### src/rtl/fft_stp_collector.sv
// fft_stp_collector: serial-to-parallel frame collector feeding the FFT input stage.
// Shifts serial_in MSB first into NUM_WORDS words of WORD_WIDTH bits. It presents each
// completed frame on a registered parallel bus with a valid/ack handshake.
// Optional feature macro: STP_OVERRUN_DETECT_EN (sticky overrun flag when an unconsumed
// frame is overwritten). When the macro is undefined, overrun is tied to 0.
module fft_stp_collector #(
    parameter int unsigned WORD_WIDTH = 32,
    parameter int unsigned NUM_WORDS  = 16
) (
    input  logic                            clk,
    input  logic                            rst,
    input  logic                            serial_in,
    input  logic                            shift_enable,
    input  logic                            clear,
    input  logic                            frame_ack,
    output logic [NUM_WORDS*WORD_WIDTH-1:0] parallel_out,
    output logic                            frame_valid,
    output logic                            busy,
    output logic                            overrun
);

    localparam int unsigned FRAME_W = NUM_WORDS * WORD_WIDTH;
    localparam int unsigned BIT_CW  = (WORD_WIDTH > 1) ? $clog2(WORD_WIDTH) : 1;
    localparam int unsigned WORD_CW = (NUM_WORDS > 1) ? $clog2(NUM_WORDS) : 1;

    localparam logic [BIT_CW-1:0]  BIT_LAST  = BIT_CW'(WORD_WIDTH - 1);
    localparam logic [WORD_CW-1:0] WORD_LAST = WORD_CW'(NUM_WORDS - 1);

    typedef enum logic {
        IDLE = 1'b0,
        RECV = 1'b1
    } state_t;

    state_t               state, state_nxt;
    logic [BIT_CW-1:0]    bit_cnt, bit_cnt_nxt;
    logic [WORD_CW-1:0]   word_cnt, word_cnt_nxt;
    logic [FRAME_W-1:0]   shift_reg, shift_nxt;
    logic                 complete_c;

    // Next-state, counter and shift-register update; clear beats shift_enable
    always_comb begin
        state_nxt    = state;
        bit_cnt_nxt  = bit_cnt;
        word_cnt_nxt = word_cnt;
        shift_nxt    = shift_reg;
        complete_c   = 1'b0;

        if (clear) begin
            bit_cnt_nxt  = '0;
            word_cnt_nxt = '0;
            state_nxt    = IDLE;
        end else if (shift_enable) begin
            shift_nxt = {shift_reg[FRAME_W-2:0], serial_in};
            if (bit_cnt == BIT_LAST) begin
                bit_cnt_nxt = '0;
                if (word_cnt == WORD_LAST) begin
                    word_cnt_nxt = '0;
                    state_nxt    = IDLE;
                    complete_c   = 1'b1;
                end else begin
                    word_cnt_nxt = word_cnt + WORD_CW'(1);
                    state_nxt    = RECV;
                end
            end else begin
                bit_cnt_nxt = bit_cnt + BIT_CW'(1);
                state_nxt   = RECV;
            end
        end
    end

    // State, counters and shift register
    always_ff @(posedge clk or posedge rst) begin
        if (rst) begin
            state     <= IDLE;
            bit_cnt   <= '0;
            word_cnt  <= '0;
            shift_reg <= '0;
        end else begin
            state     <= state_nxt;
            bit_cnt   <= bit_cnt_nxt;
            word_cnt  <= word_cnt_nxt;
            shift_reg <= shift_nxt;
        end
    end

    // Registered busy tracks the state register exactly
    always_ff @(posedge clk or posedge rst) begin
        if (rst) begin
            busy <= 1'b0;
        end else begin
            busy <= (state_nxt == RECV);
        end
    end

    // Frame capture and handshake; a completion outranks a coincident ack
    always_ff @(posedge clk or posedge rst) begin
        if (rst) begin
            parallel_out <= '0;
            frame_valid  <= 1'b0;
        end else begin
            if (complete_c) begin
                parallel_out <= shift_nxt;
                frame_valid  <= 1'b1;
            end else if (frame_ack) begin
                frame_valid  <= 1'b0;
            end
        end
    end

`ifdef STP_OVERRUN_DETECT_EN
    // Sticky flag: a new frame landed on top of one the consumer never took
    always_ff @(posedge clk or posedge rst) begin
        if (rst) begin
            overrun <= 1'b0;
        end else if (clear) begin
            overrun <= 1'b0;
        end else if (complete_c && frame_valid && !frame_ack) begin
            overrun <= 1'b1;
        end
    end
`else
    assign overrun = 1'b0;
`endif

endmodule

### config.mk
export PLATFORM = sky130hd
export DESIGN_NAME = fft_stp_collector
export DESIGN_NICKNAME = d
export VERILOG_FILES = /design/src/rtl/fft_stp_collector.sv
export SDC_FILE = /design/constraint.sdc
export NUM_CORES = 2
export LEC_CHECK = 0
export ABC_AREA = 1
export BUFFER_PORTS_ARGS = -buffer_cell sky130_fd_sc_hd__buf_2
export CAP_MARGIN = 30
export CORE_MARGIN = 8
export CORE_UTILIZATION = 55
export CTS_CLUSTER_DIAMETER = 30
export CTS_CLUSTER_SIZE = 24
export DETAILED_ROUTE_END_ITERATION = 8
export HOLD_SLACK_MARGIN = 0.05
export PLACE_DENSITY_LB_ADDON = 0.08
export SYNTH_ARGS = -nofsm -noshare
export SYNTH_HDL_FRONTEND = slang
export SYNTH_SLANG_ARGS = --single-unit
### constraint.sdc
create_clock -name clk -period 41.1 [get_ports clk]
set_input_delay 2.055 -clock clk [delete_from_list [all_inputs] [get_ports clk]]
set_output_delay 2.055 -clock clk [all_outputs]
set_load 0.1 [all_outputs]
==> impl_metrics.ini <==
[setup_path]
path_max_fanout = 258
cp_num_cells = 10
end_kind = register
critPathLaunchType = primary input
cp_slowest_cell = buf_12
worstPathCellList = buf_2 -> inv_1 -> nor2_4 -> nand3_4 -> buf_16 -> buf_4 -> buf_16 -> buf_12 -> nand2_1 -> o21ai_1
critPathTopFamily = buffers and inverters
crit_arrival_ns = 4.78
cpPeakStageDelay_ns = 0.80
rr_worst_depth = 11
cp_data_required_time_ns = 41.73
critPathBufInv = 6
critPathKind = in2reg
cpMostUsedCell = buf_16

[grt]
grt_pass1_wl_um = 145000
grt_max_degree = 298
grt_usage_pct = 22.8
grt_pass1_vias = 27200
antenna_found_initial = 0
grt_overflow = 0

[power]
p_leak_nw = 24.1
finalPower_mw = 2.88
powerDensity_nw_per_um2 = 60.2
ir_worst_vdd_uv = 49.3

[routing]
drc_errors = 0
drtPass1Iterations = 6
routedWlPerCell_um = 16.3
wl_um = 89400
vias_per_cell = 4.95
num_vias = 27100
detail_route.iter0.violations = 2087
detail-route-antenna-nets = 0

[worst_hold_path]
hp-class = reg2reg
hold-path-cell-count = 2

[timing]
period_share_pct = 10.1
drv_slew = 0
rsz0062_at_grt = no
setup-violations-final = 0
tightest_slew_ns = 1.18
fmax_mhz = 241
clock_skew_ns = 0.0366
hold_viol = 0
period_minus_slack_ns = 4.15
maxSlewHeadroom_pct = 21.5
final.setup.tns_ns = 0

[synthesis]
mappedNetlistArea_um2 = 38300
syn_area_per_cell_um2 = 9.86
synth_seq_cells = 1034
synth-seq-area-share_pct = 67.6
yosysWarnings = 0
yosysUniqueCellTypes = 18
syn_inst = 3881
synthesis.nets = 3890

[floorplanning]
die_h_um = 280
ios = 521
initial_core_util_pct = 55.7
core_um2 = 68700
rows = 96
dieArea_um2 = 78300
die_x_um = 280

[cts]
post_cts_resized = 0
htreeDepth = 4
cts_tree = built
clk_latency_ns = 0.72
root_buffer = clkbuf_16
postCtsHoldBufs = 0
cts_setup_buffers = 0
clkSinkCount = 1034
path_clk_slew_ns = 0.06
numCtsBuffers = 181
clock_path_buffers = 3

[place]
place_inst = 5133
hpwl_um = 56800
gp_congestion = 0.793
io_buffers = 519

[layout]
stdcell_count = 5474
seq_area_um2 = 25900
diodes = 0
final_core_util_pct = 69.6
area_delta_synth_final_pct = 25.0
nFillCells = 5232
largest_reg_flops = 512
multiInputGateArea_um2 = 9210
layout.nets = 4399
final_common_cell = nand2_1
drive_above_1_share_pct = 19.2
layout_common_cells = 1,041 x nand2_1, 1,034 x dfrtp_1, 728 x o21ai_0, 524 x inv_1, 519 x buf_2

[run_status]
status = finished, final reports clean

[job]
drv_cap = 0
[stage by stage]
step,hold slack [ns],area [µm²],setup WS (ns)
floorplan,0.453,38300,9.94
global placement,0.457,41100,35.26
detailed placement,0.464,41200,36.03
CTS,0.471,47700,36.70
global route,0.491,47800,36.80
finish,0.467,47800,36.95
[cells by family (layout without fill, tap and decap cells)]
logic type	count (synthesis)	in the layout	synth area share (%)
AO/OA/AOI/OAI	1033	1033	13.5
adder cells (fa/ha/maj)	3	3	0.0981
buffers and inverters	753	1415	8.32
flip-flops	1034	1034	67.6
other	1	1	0.00980
AND/OR/NAND/NOR	1057	1057	10.4
[where the power goes]
group / switching [mW] / internal (mW) / total (mW)
Sequential: 0.0513 / 1.12 / 1.17
Clock: 0.528 / 1.03 / 1.56
Combinational: 0.110 / 0.0451 / 0.155
Total: 0.689 / 2.19 / 2.88
[path summary, 6_finish.rpt]
check	from	to	slack, ns
worst max-delay path	shift_enable	parallel_out[273]$_DFFE_PP0P_	36.95
worst min register to register	shift_reg[193]$_DFF_PP0_	shift_reg[194]$_DFF_PP0_	0.47
worst max register to register	bit_cnt[0]$_DFFE_PP0P_	parallel_out[273]$_DFFE_PP0P_	37.53
max in group asynchronous	rst	frame_valid$_DFFE_PP0P_	37.32
worst min-delay path	shift_reg[193]$_DFF_PP0_	shift_reg[194]$_DFF_PP0_	0.47
min in group asynchronous	rst	parallel_out[3]$_DFFE_PP0P_	1.53
[metal layers]
layer	up-vias	routed length, µm	part of all wire, %	track usage, %
li1	13300	-	-	-
met1	13000	38100	43	29.6
met2	703	41900	47	35.7
met3	190	5850	6.5	6.17
met4	0	3530	4.0	10.5
met5	-	0	0	0
[final cells by class]
cell class	count	area share, %
Clock inverter	117	3.40
Inverter	525	4.14
Multi-Input combinational cell	2094	19.3
Timing Repair Buffer	554	6.51
Clock buffer	219	10.2
Tap cell	931	2.44
Sequential cell	1034	54.1
[cells in the mapped netlist]
| cell | n | area [µm²] |
|---|---|---|
| buf_6 | 33 | 372 |
| conb_1 | 1 | 3.75 |
| a21oi_1 | 4 | 20.0 |
| inv_1 | 525 | 1970 |
| nand3_2 | 1 | 10.0 |
| clkbuf_1 | 112 | 420 |
| o21ai_0 | 728 | 3640 |
| o21ai_1 | 300 | 1500 |
| dfrtp_1 | 1034 | 25900 |
| buf_4 | 2 | 15.0 |
| ha_1 | 3 | 37.5 |
| nand2_1 | 1041 | 3910 |
| buf_2 | 81 | 405 |
| a22o_1 | 1 | 8.76 |
| nor2_1 | 7 | 26.3 |
| nor2_2 | 1 | 6.26 |
| nand4_1 | 1 | 6.26 |
| nand3_1 | 6 | 30.0 |
[worst register-to-register path, delay by kind of cell, from the launching register on]
family / cells / cell delay, ns
compound gates: 1 / 0.13
fa+ha+maj: 2 / 0.50
buf+inv: 4 / 1.73
flops: 1 / 0.39
simple gates: 4 / 0.75
Power figures use the tool's default switching activity.
